[config.mk]
export PLATFORM = sky130hd
export DESIGN_NAME = alu_exec_stage
export DESIGN_NICKNAME = d
export VERILOG_FILES = /design/src/rtl/alu_exec_stage.sv
export SDC_FILE = /design/constraint.sdc
export NUM_CORES = 1
export LEC_CHECK = 0
export CELL_PAD_IN_SITES_DETAIL_PLACEMENT = 2
export CELL_PAD_IN_SITES_GLOBAL_PLACEMENT = 2
export CORE_MARGIN = 1.5
export CORE_UTILIZATION = 38
export DETAILED_ROUTE_END_ITERATION = 16
export DONT_BUFFER_PORTS = 1
export PLACE_DENSITY = 0.93
export SLEW_MARGIN = 15
export SYNTH_ARGS = -nofsm -noshare
export SYNTH_HDL_FRONTEND = slang
export SYNTH_SLANG_ARGS = --single-unit
export TNS_END_PERCENT = 100
[constraint.sdc]
create_clock -name clock -period 10.22 [get_ports clock]
set_input_delay 2.555 -clock clock [delete_from_list [all_inputs] [get_ports clock]]
set_output_delay 2.555 -clock clock [all_outputs]
set_load 0.03 [all_outputs]
[src/rtl/alu_exec_stage.sv]
// alu_exec_stage: execute-stage sequencer in front of the ALU.
// Holds decoded operands stable for a fixed number of cycles (longer for
// mul/div/rem), captures the ALU result and hands it to writeback.
// Ports: clock/reset (async, active-high)/flush; decode side in_*
// (valid/ready); ALU side alu_* out, alu_result/alu_zero in; writeback
// side out_* (valid/ready); busy = not idle.
module alu_exec_stage #(
   parameter int MULDIV_CYCLES = 4,
   parameter int BASIC_CYCLES  = 1
) (
   input  logic        clock,
   input  logic        reset,
   input  logic        flush,
   input  logic        in_valid,
   output logic        in_ready,
   input  logic [31:0] in_data1,
   input  logic [31:0] in_data2,
   input  logic [3:0]  in_aluOp,
   input  logic [4:0]  in_shamt,
   input  logic [4:0]  in_rd,
   output logic [31:0] alu_data1,
   output logic [31:0] alu_data2,
   output logic [3:0]  alu_aluOp,
   output logic [4:0]  alu_shamt,
   input  logic [31:0] alu_result,
   input  logic        alu_zero,
   output logic        out_valid,
   input  logic        out_ready,
   output logic [31:0] out_result,
   output logic        out_zero,
   output logic [4:0]  out_rd,
   output logic        out_divz,
   output logic        out_illegal,
   output logic        busy
);
   typedef enum logic [1:0] {IDLE, EXEC, DONE} state_t;
   state_t      state_q;
   logic [3:0]  cnt_q, cnt_d;
   logic [31:0] data1_q, data2_q, result_q, result_d;
   logic [3:0]  op_q;
   logic [4:0]  shamt_q, rd_q, out_rd_q;
   logic        divz_q, illegal_q, divz_d, illegal_d, muldiv_d;
   logic        out_valid_q, out_zero_q, out_divz_q, out_illegal_q;
   logic        accept;
   logic        unused_zero;
   // out_zero is always recomputed from the captured value, so alu_zero is not needed
   assign unused_zero = alu_zero;
   assign in_ready  = (state_q == IDLE) | ((state_q == DONE) & out_ready);
   assign accept    = in_valid & in_ready;
   assign divz_d    = ((in_aluOp == 4'b1101) | (in_aluOp == 4'b1110)) & (in_data2 == 32'd0);
   assign illegal_d = in_aluOp == 4'b1111;
   assign muldiv_d  = (in_aluOp >= 4'b1100) & (in_aluOp <= 4'b1110);
   // special cases skip the muldiv wait: their result never comes from the ALU
   assign cnt_d     = (muldiv_d & ~divz_d & ~illegal_d) ? 4'(MULDIV_CYCLES - 1) : 4'(BASIC_CYCLES - 1);
   // divz is only ever set for 1101/1110, so a non-1101 divz is the remainder case
   assign result_d  = (divz_q & (op_q == 4'b1101)) ? 32'hFFFF_FFFF :
                      divz_q ? data1_q : illegal_q ? 32'd0 : alu_result;
   always_ff @(posedge clock or posedge reset) begin
      if (reset) begin
         state_q       <= IDLE;
         cnt_q         <= '0;
         data1_q       <= '0;
         data2_q       <= '0;
         op_q          <= '0;
         shamt_q       <= '0;
         rd_q          <= '0;
         divz_q        <= 1'b0;
         illegal_q     <= 1'b0;
         out_valid_q   <= 1'b0;
         result_q      <= '0;
         out_zero_q    <= 1'b0;
         out_rd_q      <= '0;
         out_divz_q    <= 1'b0;
         out_illegal_q <= 1'b0;
      end else if (flush) begin
         state_q       <= IDLE;
         out_valid_q   <= 1'b0;
         out_divz_q    <= 1'b0;
         out_illegal_q <= 1'b0;
      end else if (accept) begin
         state_q     <= EXEC;
         out_valid_q <= 1'b0;
         data1_q     <= in_data1;
         data2_q     <= in_data2;
         op_q        <= in_aluOp;
         shamt_q     <= in_shamt;
         rd_q        <= in_rd;
         divz_q      <= divz_d;
         illegal_q   <= illegal_d;
         cnt_q       <= cnt_d;
      end else if (state_q == EXEC) begin
         if (cnt_q == 4'd0) begin
            state_q       <= DONE;
            out_valid_q   <= 1'b1;
            result_q      <= result_d;
            out_zero_q    <= result_d == 32'd0;
            out_rd_q      <= rd_q;
            out_divz_q    <= divz_q;
            out_illegal_q <= illegal_q;
         end else begin
            cnt_q <= cnt_q - 4'd1;
         end
      end else if ((state_q == DONE) & out_ready) begin
         state_q     <= IDLE;
         out_valid_q <= 1'b0;
      end
   end
   assign alu_data1   = data1_q;
   assign alu_data2   = data2_q;
   assign alu_aluOp   = op_q;
   assign alu_shamt   = shamt_q;
   assign out_valid   = out_valid_q;
   assign out_result  = result_q;
   assign out_zero    = out_zero_q;
   assign out_rd      = out_rd_q;
   assign out_divz    = out_divz_q;
   assign out_illegal = out_illegal_q;
   assign busy        = state_q != IDLE;
endmodule

==> results of run 1 <==
[logic make-up after synthesis]
kind of cell,synth area share [%]
compound gates,10.30
xor+xnor,0.1617
fa+ha+maj,0.4619
buf+inv,3.511
flops,58.21
mux,0.5544
simple gates,26.80
[stage by stage]
step	util (%)	hold slack [ns]	worst slack (ns)	total power, mW
2_1_floorplan	-	0.4370	4.309	1.248
3_3_place_gp	39.78	0.4604	4.578	1.323
3_5_place_dp	39.78	0.4757	4.570	1.370
4_1_cts	44.10	0.4908	4.557	1.993
5_1_grt	44.13	0.5317	4.542	2.069
6_report	44.17	0.4861	4.565	1.974
[routing by layer]
metal	global-route usage [%]	wire (um)	vias to the layer above
met5	0	0	-
li1	-	-	1988
met2	43.51	9538	207
met1	26.90	6716	2270
met3	11.01	1903	41
met4	11.19	518	0
[cell usage in the layout (no fill, tap or decap), types with 2 or more instances in the layout]
cell type   instances
nand2_1           282
dfrtp_1           125
a221oi_1           28
o21ai_1            20
nor4_1             19
clkbuf_16          17
o21ai_0            13
nor2_1             11
a21oi_1             7
nand4_1             4
a22oi_1             4
nor3_1              4
clkinv_4            4
clkinvlp_4          4
buf_4               4
nand3_1             3
nor3b_1             3
inv_1               3
mux2i_1             3
bufinv_16           3
clkinv_2            3
diode_2             2
nand2b_1            2
o31ai_1             2
nor3b_4             2
nand3b_1            2
nor2_2              2
ha_1                2
[final cells by class]
class / instances / area [um2] / share of cell area, %
sequential: 126 / 3154 / 51.45
timing repair buffer: 4 / 30.03 / 0.4898
clock inverter: 14 / 170.2 / 2.776
multi-input combinational: 432 / 2097 / 34.20
inverter: 4 / 20.02 / 0.3265
tap: 180 / 225.2 / 3.673
antenna: 2 / 5.005 / 0.08163
clock buffer: 18 / 429.2 / 7.000
[worst register-to-register path, delay by kind of cell, from the launching register on]
kind	cells	cell delay, ns
flops	1	0.54
buf+inv	1	0.58
simple gates	3	1.22
compound gates	1	0.12
[flip-flops by register name, indices dropped and copies added (netlist names)]
register,cells
alu_data1,32
rd_q,5
alu_shamt,5
out_illegal,1
out_zero,1
divz_q,1
out_rd,5
out_result,32
alu_data2,32
state_q,2
cnt_q,4
illegal_q,1
out_divz,1
alu_aluOp,4
[worst max path at each step]
stage                         start  slack [ns]            to  depth (start not counted)
final                     out_ready        4.56      in_ready                          2
after global routing      out_ready        4.54      in_ready                          2
after CTS                 out_ready        4.56      in_ready                          2
after detailed placement  out_ready        4.57      in_ready                          2
after global placement    out_ready        4.58      in_ready                          2
after floorplan               reset        4.31  alu_aluOp[0]                          1
[power by group through the flow]
stage               clock [mW]  sequential [mW]  combinational [mW]
finish                   0.614             1.09               0.265
global route             0.646             1.11               0.308
CTS                      0.625             1.10               0.272
detailed placement           0             1.10               0.267
global placement             0             1.09               0.230
floorplan                    0             1.04               0.206
==> flow_summary.yaml, run 1 <==
setup_path:
  r2r_slack_ns: 7.70
  arrival_ns: 3.10
  crit_type: "input pin to output pin"
  max_stage_delay_ns: 0.33
  cp.required_ns: 7.67
  crit_path_max_fanout: 5
  cp-end-kind: "output pin"
  crit_buf_inv: 0
  critPathSlowestCell: "and2b_2"
  path_delay_family: "simple AND/OR/NAND/NOR gates"
  r2r-start: "state_q[1]"
  rr_worst_depth: 5
  start_kind: "input pin"
  r2r-end: "divz_q"
  path_cells: "nand2b_1 -> and2b_2"
placed_design:
  dpl_cell_area_um2: 5522
  dp_hpwl_mm: 13.05
  portBuffers: 0
  place.gp.congestion: 0.7545
  dp.cells: 746
sta:
  fin_crit_ns: 5.655
  worst-slew-pin-transition_ns: 1.046
  fin_setup_tns_ns: 0
  slew_headroom_pct: 30.26
  finClkSkew_ns: 0.008722
  finalMaxSlewViolations: 0
  rsz0062_at_grt: "no"
  timing.final.crit_share_pct: 55.33
  max_freq_mhz: 176.8
  setup_viol: 0
  hold_viol: 0
floorplan:
  die_area_um2: 14980
  die_w_um: 122.4
  rows: 43
  fp.coreArea_um2: 13880
  die_h_um: 122.4
  start_util_pct: 39.02
  pin_count: 232
hold_path:
  worstHoldStart: "rd_q[4]"
  worstHoldPathCells: 2
  worst_hold_path.endpoint: "out_rd[4]"
  hp-class: "register to register"
clocking:
  clock_latency_ns: 0.41
  cts_made_buffers: 17
  cts.sinks: 126
  htreeDepth: 4
  ctsHoldBuffers: 0
  clockRootBuffer: "clkbuf_16"
  cts.path.max_buffers: 2
  cts_tree: "done"
  cts_resized: 0
  clk_pin_slew_worst_paths_ns: 0.06
  postCtsSetupBuffers: 0
finish:
  n_fill_cell: 1495
  drive_above_1_share_pct: 8.194
  stdcell_count: 780
  area_growth_pct: 13.19
  fin_nets: 703
  final_cell_area_um2: 6131
route:
  drt_first_iter_violations: 178
  drc: 0
  post_drt_wl_per_cell_um: 23.94
  drtPass1Iterations: 4
  drt-vias-per-instance: 5.777
  totalWireLength_mm: 18.68
  num_vias: 4506
  ant_nets: 0
global_routing:
  grt_pass1_wl_mm: 28.35
  antenna_found_initial: 2
  grtUsageTotal_pct: 25.30
  grt_overflow: 0
  first_global_vias: 5151
  grt_max_degree: 86
synthesis:
  ys_seq_area_share_pct: 58.21
  synth-edff-count: 0
  synthFlopType: "dfrtp_1"
  yosysMostFrequentCell: "nand2_1"
  synth_common_cells: "nand2_1 (282), dfrtp_1 (126), a221oi_1 (28)"
  async_flop_share_pct: 100.0
  synthCells: 598
  ys_ff_latch: 126
  synth_cell_types: 42
  syn_nets: 716
  synth_area_um2: 5416
  post-synth-top-area-cell: "dfrtp_1"
  synth_top_area_share_pct: 58.21
  yosys-top-cells-area: "dfrtp_1 (58%), nand2_1 (20%), a221oi_1 (4.5%)"
  avgSynthCellArea_um2: 9.058
  ys_warn_count: 0
power_and_ir_drop:
  power.share.sequential_pct: 55.4
  pwr_density_cell_nw_per_um2: 322.0
  clkPwrFrac_pct: 31.1
  internal_power_mw: 1.130
  irDropWorstVdd_uv: 108.4
  p_leak_nw: 2.966
  swShare_pct: 42.77
  comb_power_share_pct: 13.4
  switchingPower_uw: 844.4
job:
  cap_violations: 0
status:
  status: "finished, final reports clean"
Note: power is estimated with default switching activity, not from simulation.
==> run 2: changes to the inputs <==
--- a/config.mk
+++ b/config.mk
@@ -8,10 +8,10 @@
 export CELL_PAD_IN_SITES_DETAIL_PLACEMENT = 2
 export CELL_PAD_IN_SITES_GLOBAL_PLACEMENT = 2
 export CORE_MARGIN = 1.5
-export CORE_UTILIZATION = 38
+export CORE_UTILIZATION = 32
 export DETAILED_ROUTE_END_ITERATION = 16
 export DONT_BUFFER_PORTS = 1
-export PLACE_DENSITY = 0.93
+export PLACE_DENSITY = 0.85
 export SLEW_MARGIN = 15
 export SYNTH_ARGS = -nofsm -noshare
 export SYNTH_HDL_FRONTEND = slang
==> constraint.sdc (replaced) <==
create_clock -name clock -period 4.62 [get_ports clock]
set_input_delay 1.155 -clock clock [delete_from_list [all_inputs] [get_ports clock]]
set_output_delay 1.155 -clock clock [all_outputs]
set_load 0.03 [all_outputs]
==> run 2 against run 1 <==
Final cell count is 5.5% higher. Sequential share of layout area decreased by 0.56 points. Non-clock buffer count grew 5. Register-to-register slack got worse by 5.4 ns.
==> flow_summary.yaml, run 2 (synthesis results as in run 1) <==
global_routing:
  grt_pass1_wl_mm: 29.69
  grt_overflow: 0
  antenna_found_initial: 0
  grtUsageTotal_pct: 22.09
  first_global_vias: 5205
  grt_max_degree: 88
placed_design:
  dp_hpwl_mm: 13.80
  portBuffers: 0
  place.gp.congestion: 0.7900
  dpl_worst_slack_ns: 1.743
  dpl_cell_area_um2: 5608
  dp.cells: 791
route:
  num_vias: 4554
  post_drt_wl_per_cell_um: 23.10
  drt-vias-per-instance: 5.533
  totalWireLength_mm: 19.01
  drtPass1Iterations: 4
  drc: 0
  drt_first_iter_violations: 141
  ant_nets: 0
finish:
  drive_above_1_share_pct: 8.955
  mostFrequentLayoutCell: "nand2_1"
  area_growth_pct: 14.39
  fin_util_pct: 37.36
  final_cell_area_um2: 6196
  fin_nets: 708
  antennaDiodeCount: 0
  final_cell_mix: "nand2_1 (282), dfrtp_1 (126), a221oi_1 (28)"
  stdcell_count: 823
hold_path:
  worst_hold_path.endpoint: "out_rd[3]"
  worstHoldPathCells: 2
  hp-class: "register to register"
  worstHoldStart: "rd_q[3]"
setup_path:
  crit_type: "input pin to output pin"
  start_kind: "input pin"
  path_cells: "nand2b_1 -> and2b_2"
  crit_path_max_fanout: 5
  rr_worst_depth: 5
  cp.required_ns: 3.46
  max_stage_delay_ns: 0.34
  critPathSlowestCell: "and2b_2"
  path_delay_family: "simple AND/OR/NAND/NOR gates"
  r2r-end: "divz_q"
  crit_buf_inv: 0
  arrival_ns: 1.72
  r2r-start: "state_q[1]"
  r2r_slack_ns: 2.31
  cp-end-kind: "output pin"
clocking:
  clock_latency_ns: 0.42
  cts.sinks: 126
  cts_made_buffers: 17
  clockRootBuffer: "clkbuf_16"
  cts_tree: "done"
  postCtsSetupBuffers: 0
  htreeDepth: 4
  cts_resized: 0
  clk_pin_slew_worst_paths_ns: 0.06
  ctsHoldBuffers: 0
  cts.path.max_buffers: 2
sta:
  setup_viol: 0
  timing.final.crit_share_pct: 62.13
  finClkSkew_ns: 0.009553
  fin_crit_ns: 2.871
  fin_setup_tns_ns: 0
  worst_slack_ns: 1.749
  hold_viol: 0
  worst-slew-pin-transition_ns: 0.8799
  max_freq_mhz: 348.4
  finalMaxSlewViolations: 0
  hold_ws_ns: 0.4880
  slew_headroom_pct: 41.13
  rsz0062_at_grt: "no"
floorplan:
  die_w_um: 133.1
  start_util_pct: 32.66
  die_area_um2: 17720
  rows: 47
  fp.coreArea_um2: 16580
  pin_count: 232
  die_h_um: 133.1
power_and_ir_drop:
  finalPower_mw: 4.348
  irDropWorstVdd_uv: 250.5
  pwr_density_cell_nw_per_um2: 701.7
  p_leak_nw: 2.979
job:
  cap_violations: 0
status:
  status: "finished, final reports clean"
==> run 2: cell count changes in the layout (fill, tap and decap cells not counted), sizes merged <==
cell,delta
bufinv,-1
clkbuf,-1
diode,-2
buf,+5
clkinv,-1
clkinvlp,-1
inv,+4
==> run 2: metal layers <==
layer | part of all wire [%] | up-vias | global-route usage, %
li1 | - | 1995 | -
met1 | 37 | 2318 | 23.53
met2 | 51 | 204 | 38.48
met3 | 10 | 37 | 10.24
met4 | 2.4 | 0 | 7.911
met5 | 0 | - | 0
==> run 2: final cells by class <==
type | instances | area (um2)
Inverter | 4 | 20.02
Tap cell | 220 | 275.3
Fill cell | 1838 | 10390
Timing Repair Buffer | 9 | 67.56
Sequential cell | 126 | 3153
Multi-Input combinational cell | 432 | 2092
Clock buffer | 17 | 425.4
Clock inverter | 15 | 162.7
==> run 2: how the worst max path moves through the flow <==
stage               start  slack, ns            to  depth (start not counted)
4_1_cts         out_ready       1.74      in_ready                          2
3_5_place_dp    out_ready       1.74      in_ready                          2
6_report        out_ready       1.75      in_ready                          2
2_1_floorplan       reset       0.11  alu_aluOp[0]                          1
5_1_grt        state_q[1]       1.72      in_ready                          2
3_3_place_gp    out_ready       1.76      in_ready                          2
==> run 2: where the power goes <==
group / total (mW) / switching, mW / internal [mW] / leakage (nW)
Combinational: 0.582 / 0.364 / 0.219 / 1.12
Sequential: 2.42 / 0.989 / 1.44 / 1.58
Clock: 1.34 / 0.539 / 0.801 / 0.281
Total: 4.35 / 1.89 / 2.46 / 2.98
==> run 3: changes to the inputs <==
--- a/config.mk
+++ b/config.mk
@@ -8,10 +8,10 @@
 export CELL_PAD_IN_SITES_DETAIL_PLACEMENT = 2
 export CELL_PAD_IN_SITES_GLOBAL_PLACEMENT = 2
 export CORE_MARGIN = 1.5
-export CORE_UTILIZATION = 32
+export CORE_UTILIZATION = 35
 export DETAILED_ROUTE_END_ITERATION = 16
 export DONT_BUFFER_PORTS = 1
-export PLACE_DENSITY = 0.85
+export PLACE_DENSITY = 0.88
 export SLEW_MARGIN = 15
 export SYNTH_ARGS = -nofsm -noshare
 export SYNTH_HDL_FRONTEND = slang
==> constraint.sdc (replaced) <==
create_clock -name clock -period 2.94 [get_ports clock]
set_input_delay 0.735 -clock clock [delete_from_list [all_inputs] [get_ports clock]]
set_output_delay 0.735 -clock clock [all_outputs]
set_load 0.03 [all_outputs]
==> run 3 against run 2 <==
Non-clock buffer count is 1 higher. Critical path depth stayed put. Critical path type is now register to output pin. Combinational power is 61% higher. Global-route usage is 1.2 points higher. Largest power group unchanged. Clock power is 59% higher.
==> flow_summary.yaml, run 3 (synthesis results as in run 1) <==
sta:
  hold_viol: 0
  hold_ws_ns: 0.3866
  fin_setup_tns_ns: 0
  finalMaxSlewViolations: 0
  slew_headroom_pct: 53.97
  finClkSkew_ns: 0.008223
  timing.final.crit_share_pct: 80.71
  max_freq_mhz: 421.4
  fin_crit_ns: 2.373
  rsz0062_at_grt: "no"
  setup_viol: 0
  worst_slack_ns: 0.5670
  worst-slew-pin-transition_ns: 0.6842
route:
  ant_nets: 0
  drc: 0
  highest-signal-layer: "met4"
  drt-vias-per-instance: 5.638
  drtPass1Iterations: 4
  met2_wirelength_mm: 9.668
  post_drt_wl_per_cell_um: 23.69
  num_vias: 4454
  wl_met3_mm: 1.802
  wl_met1_mm: 7.028
  totalWireLength_mm: 18.72
  drt_first_iter_violations: 187
clocking:
  cts_resized: 0
  cts.sinks: 126
  clk_pin_slew_worst_paths_ns: 0.05
  postCtsSetupBuffers: 0
  clock_latency_ns: 0.41
  cts.path.max_buffers: 2
  htreeDepth: 4
  clockRootBuffer: "clkbuf_16"
  cts_tree: "done"
  ctsHoldBuffers: 0
  cts_made_buffers: 17
setup_path:
  cp.required_ns: 2.20
  cp-end-kind: "output pin"
  path_cells: "nand2b_1 -> and2b_2"
  path_delay_family: "flip-flops"
  crit_buf_inv: 0
  critPathSlowestCell: "dfrtp_1"
  arrival_ns: 1.64
  crit_type: "register to output pin"
  max_stage_delay_ns: 0.63
  start_kind: "register"
  crit_path_max_fanout: 6
power_and_ir_drop:
  switchingPower_mw: 2.879
  comb_power_share_pct: 13.6
  pwr_density_cell_nw_per_um2: 1108
  irDropWorstVdd_uv: 394.5
  p_leak_nw: 2.998
  clkPwrFrac_pct: 31.0
  power.share.sequential_pct: 55.4
  internal_power_mw: 3.994
  swShare_pct: 41.89
placed_design:
  portBuffers: 0
  dpl_worst_slack_ns: 0.6740
  place.gp.congestion: 0.7952
  dp.cells: 760
  dp_hpwl_mm: 13.26
floorplan:
  die_h_um: 127.4
  pin_count: 232
  start_util_pct: 35.76
  rows: 45
  die_w_um: 127.4
  fp.coreArea_um2: 15150
  die_area_um2: 16230
finish:
  mostFrequentLayoutCell: "nand2_1"
  fin_nets: 709
  final_cell_mix: "nand2_1 (282), dfrtp_1 (125), a221oi_1 (28)"
  stdcell_count: 790
  n_fill_cell: 1663
  drive_above_1_share_pct: 8.486
  area_growth_pct: 14.51
global_routing:
  grt_pass1_wl_mm: 28.47
  grtUsageTotal_pct: 23.29
  first_global_vias: 4990
  grt_max_degree: 127
  antenna_found_initial: 1
  grt_overflow: 0
job:
  cap_violations: 0
status:
  status: "finished, final reports clean"
hold_path:
  hp-class: "input pin to register"
## run 3: cell types whose count changed in the layout (fill, tap and decap cells not counted)
cell        previous run  this run
dfrtp_1              126       125
bufinv_16              2         3
diode_2                0         1
clkbuf_1               0         2
buf_4                  9         7
dfrtp_2                0         1
clkinv_4               4         0
clkinv_2               2         3
inv_6                  5         0
buf_12                 0         3
clkinvlp_4             3         2
clkbuf_8               0         3
## run 3: area by class of cell
type | instances | area [um2] | share of cell area, %
flip-flops and latches | 126 | 3154 | 50.86
multi-input cells | 432 | 2092 | 33.73
clock buffers | 22 | 474.2 | 7.646
well taps | 188 | 235.2 | 3.793
clock inverters | 7 | 112.6 | 1.816
repair buffers | 10 | 112.6 | 1.816
inverters | 4 | 18.77 | 0.3026
diodes | 1 | 2.502 | 0.04035
## run 3: worst paths after layout
path,depth (start not counted),slack [ns],endpoint,from
min in group asynchronous,2,0.42,out_result[6],reset
worst max register to register,5,0.75,cnt_q[3],state_q[1]
worst max-delay path,2,0.57,in_ready,state_q[1]
worst min register to register,2,0.49,out_rd[4],rd_q[4]
max in group asynchronous,2,2.01,alu_data1[4],reset
worst min-delay path,1,0.39,out_divz,flush
## run 3: power by group through the flow
stage	combinational (mW)	sequential [mW]	clock [mW]
CTS	0.960	3.82	2.17
detailed placement	0.943	3.84	0
floorplan	0.717	3.62	0
global route	1.08	3.88	2.25
global placement	0.827	3.81	0
finish	0.935	3.81	2.13
## run 3: routing by layer
layer	vias to the layer above	track usage [%]
met5	-	0
met4	0	7.353
met3	17	9.841
met2	187	41.24
met1	2264	25.18
li1	1986	-
## run 3: worst register-to-register path: cells and delay by family, from the launching register on
kind | cells | cell delay (ns)
flip-flops | 1 | 0.55
AND/OR/NAND/NOR | 3 | 0.96
buffers and inverters | 1 | 0.40
AO/OA/AOI/OAI | 1 | 0.13
## run 3: per-stage QoR
stage | util (%) | total power [mW] | instance area, um2
6_report | 40.95 | 6.873 | 6202
5_1_grt | 40.93 | 7.208 | 6200
4_1_cts | 40.93 | 6.955 | 6200
3_5_place_dp | 37.06 | 4.784 | 5613
3_3_place_gp | 37.06 | 4.632 | 5613
2_1_floorplan | - | 4.338 | 5420
==> variant 1: new RTL, config.mk and constraints of run 3 <==
The 3 states of `state_t` get a one-hot encoding in 3 bits.
--- a/src/rtl/alu_exec_stage.sv
+++ b/src/rtl/alu_exec_stage.sv
@@ -33,7 +33,7 @@
    output logic        out_illegal,
    output logic        busy
 );
-   typedef enum logic [1:0] {IDLE, EXEC, DONE} state_t;
+   typedef enum logic [2:0] {IDLE = 3'b001, EXEC = 3'b010, DONE = 3'b100} state_t;
    state_t      state_q;
    logic [3:0]  cnt_q, cnt_d;
    logic [31:0] data1_q, data2_q, result_q, result_d;
Behaviour: no difference found for any inputs over 4 cycles, from zero or initial values and one cycle with reset high; so few cycles prove little.
==> variant 1 against run 3 <==
- design area grew 1.4%
- area after synthesis rose by 0.49%
- via count rose by 3.4%
- critical path depth grew 1
- sequential cell count grew 1
- sequential share of layout area down 0.29 points
- setup slack worse by 0.12 ns
- total power up 0.68%
- first-iteration DRC count down 7.5%
- core utilization increased by 0.41 points
- non-clock buffer count up 3
- synthesized cell count rose by 0.50%
- wire length up 2.5%
==> variant 1: results (changes against run 3) <==
[outcome]
outcome = finished, final reports clean

[power_and_ir_drop]
p_leak_nw = 2.984  ; -0.46%
vdd_drop_max_v = 0.0003767  ; -4.5%

[critical_path]
critPathMaxStageDelay_ns = 0.61  ; -0.02 ns
worstReg2RegEnd = out_result[31]
regToRegStartpoint = cnt_q[0]
path_depth = 3  ; +1
reg2reg_depth = 7  ; +2
path_max_fanout = 7  ; +1
critPathTopFamily = simple AND/OR/NAND/NOR gates
startpoint = state_q[2]

[global_route]
grt_start_max_net_pins = 128  ; +0.79%
grt_pass1_wl_mm = 29.42  ; +3.3%
antenna_found_initial = 0  ; -1
grt_pass1_vias = 5151  ; +3.2%
grt.total_usage = 0.2409  ; +0.008034

[cts]
clk_latency_ns = 0.43  ; +0.02 ns
clock_path_buffers = 2  ; unchanged
cts_max_level = 4  ; unchanged
post-cts-setup-buffer-count = 0  ; unchanged

[place]
dp_hpwl_mm = 13.81  ; +4.2%
dp_slack_ns = 0.6084  ; -0.06554 ns
dp_cells = 765  ; +0.66%
place_congestion = 0.7811  ; -1.8%
dpl-instance-area_sq_um = 5680  ; +1.2%

[final_layout]
drive_above_1_share = 0.09046  ; +0.005602
n_antenna_cell = 0  ; -1
final_nets = 713  ; +0.56%
final_cells = 796  ; +0.76%

[route]
vias = 4607  ; +3.4%
drt-wirelength-per-cell_um = 24.10  ; +1.7%
initialDrtViolationCount = 173  ; -7.5%

[timing]
finClkSkew_ns = 0.007145  ; -0.001078 ns
setup_ws_ns = 0.4439  ; -0.1231 ns
holdWs_ns = 0.3715  ; -0.01511 ns
worst_pin_slew_ns = 0.7137  ; +0.02955 ns

[logic_synthesis]
synth_top_area_share = 0.5793  ; -0.002810
synth_fa_ha_area_frac = 0.002299  ; -0.002321
muxShareOfSynthArea = 0.01218  ; +0.006640
avgSynthCellArea_sq_um = 9.056  ; about the same
seq_area_frac_synth = 0.5841  ; +0.002017
synth_common_cells = 242 x nand2_1, 126 x dfrtp_1, 43 x nor2_1
ys_types = 40  ; -4.8%
synth-main-ff-cell = dfrtp_1
synth_compound_area_frac = 0.1122  ; +0.009158
yosys-top-cells-area = dfrtp_1 58%, nand2_1 17%, a221oi_1 4.8%
synth_xor_area_frac = 0  ; -0.001617
synth_nets = 718  ; +0.28%

[min_path]
hold_class = in2async

==> variant 1: cell types whose count changed after synthesis, moves of 3 or more <==
cell      delta
nand2_1     -40
a21oi_1     +30
nor2_1      +30
o21ai_1     -20
clkbuf_1    +15
buf_2       -14
o21ai_0      -6
mux2_2       +5
nor2b_1      +5
a31oi_1      +3
or4_1        +3
==> variant 1: per-layer routing <==
layer	GRT usage	part of all wire
met1	0.2609	0.37
met2	0.4280	0.52
met3	0.09599	0.091
met4	0.08394	0.018
met5	0	0
==> variant 1: final cells by class <==
class / instances / area, sq um
Clock buffer: 21 / 470.5
Clock inverter: 10 / 136.4
Fill cell: 1673 / 8915
Inverter: 6 / 26.28
Multi-Input combinational cell: 431 / 2105
Sequential cell: 127 / 3179
Tap cell: 188 / 235.2
Timing Repair Buffer: 13 / 135.1
==> variant 1: where the power goes <==
group          leakage [nW]  switching, W  internal [W]
clock                 0.291      0.000778       0.00139
sequential             1.58       0.00162       0.00228
combinational          1.11      0.000509      0.000345
==> variant 2: new RTL, config.mk and constraints of run 3 <==
Made on the original files. Make the reset (`reset`) synchronous in one clocked block. Comments in the files are not updated.
--- a/src/rtl/alu_exec_stage.sv
+++ b/src/rtl/alu_exec_stage.sv
@@ -55,7 +55,7 @@
    // divz is only ever set for 1101/1110, so a non-1101 divz is the remainder case
    assign result_d  = (divz_q & (op_q == 4'b1101)) ? 32'hFFFF_FFFF :
                       divz_q ? data1_q : illegal_q ? 32'd0 : alu_result;
-   always_ff @(posedge clock or posedge reset) begin
+   always_ff @(posedge clock) begin
       if (reset) begin
          state_q       <= IDLE;
          cnt_q         <= '0;
Behaviour: differs if reset is asserted again (counterexample within 4 cycles, from zero or initial values and one cycle with reset high); with reset held inactive, the same outputs for 4 cycles.
==> variant 2 against run 3 <==
- design area decreased by 7.5%
- maximum frequency increased by 3.4%
- wire length increased by 1.1%
- die area decreased by 6.2%
- area after synthesis decreased by 6.4%
- core utilization increased by 0.052 points
- setup slack improved by 0.079 ns
- sequential cell count unchanged
- critical path depth unchanged
- critical path type unchanged
- largest cell class unchanged
Power is not compared: it rests on default switching activity, and its combinational part moved more than twofold at a synthesized area within 25%.
==> variant 2: results (changes against run 3) <==
[outcome]
outcome = finished, final reports clean

[critical_path]
critPathTopFamily = simple AND/OR/NAND/NOR gates
startpoint = state_q[1]
path_max_fanout = 7  ; +1
arrival_ns = 1.56  ; -0.08 ns
worstReg2RegEnd = out_zero
cp_slowest_cell = dfxtp_1
reg2reg_depth = 7  ; +2
critPathMaxStageDelay_ns = 0.46  ; -0.17 ns

[place]
dp_cells = 754  ; -0.79%
place_congestion = 0.7282  ; -8.4%
dp_slack_ns = 0.6904  ; +0.01640 ns

[timing]
worst_pin_slew_ns = 0.5704  ; -0.1138 ns
holdWs_ns = 0.3822  ; -0.004381 ns
fin_crit_sh = 0.7803  ; -0.02685
finClkSkew_ns = 0.009300  ; +0.001077 ns

[global_route]
grtUsageMet3 = 0.1042  ; +0.005835
grtUsageMet1 = 0.2423  ; -0.009456
grt_pass1_wl_mm = 27.92  ; -1.9%
grt.total_usage = 0.2453  ; +0.01243
grt.met2_usage = 0.4559  ; +0.04350
antenna_found_initial = 0  ; -1

[logic_synthesis]
synth_nets = 728  ; +1.7%
synth_common_cells = 162 x nand2_1, 126 x dfxtp_1, 85 x a21oi_1
yosys-top-cells-area = dfxtp_1 50%, nand2_1 12%, a21oi_1 8.4%
avgSynthCellArea_sq_um = 8.311  ; -8.2%
muxShareOfSynthArea = 0.01185  ; +0.006302
ys_types = 37  ; -12%
async_flop_share = 0  ; -1.000

[route]
met2WireLength_mm = 9.961  ; +3.0%
drt_first_pass_iters = 5  ; +1
met1_length_mm = 6.748  ; -4.0%
vias = 4627  ; +3.9%
wirelength_mm = 18.92  ; +1.1%
initialDrtViolationCount = 176  ; -5.9%

[min_path]
hp-start = reset
worstHoldEndpoint = alu_data2[11]

[final_layout]
final_nets = 711  ; +0.28%
n_antenna_cell = 0  ; -1
drive_above_1_share = 0.1043  ; +0.01945

-- variant 2: cell types whose count changed in the layout (fill, tap and decap cells not counted), sizes merged, moves of 27 or more --
cell / delta
nand2: -121
dfrtp: -126
o21ai: -29
a22oi: +29
a211oi: +33
a21oi: +78
a221oi: -27
dfxtp: +126
nor2: +33
-- variant 2: final cells by class --
| type | instances | area, sq um |
|---|---|---|
| inverters | 4 | 15.01 |
| clock buffers | 24 | 491.7 |
| well taps | 180 | 225.2 |
| multi-input cells | 434 | 2333 |
| fillers | 1579 | 8253 |
| repair buffers | 10 | 87.58 |
| clock inverters | 6 | 60.06 |
| flip-flops and latches | 126 | 2522 |
-- variant 2: worst register-to-register path, cell delays in order (launching register included) --
cell and delay [ns]:
dfxtp_1 0.33, inv_1 0.10, ha_1 0.19, or3b_4 0.42, nor3_4 0.18, o21a_2 0.51
and3_1 0.28, a31o_1 0.14
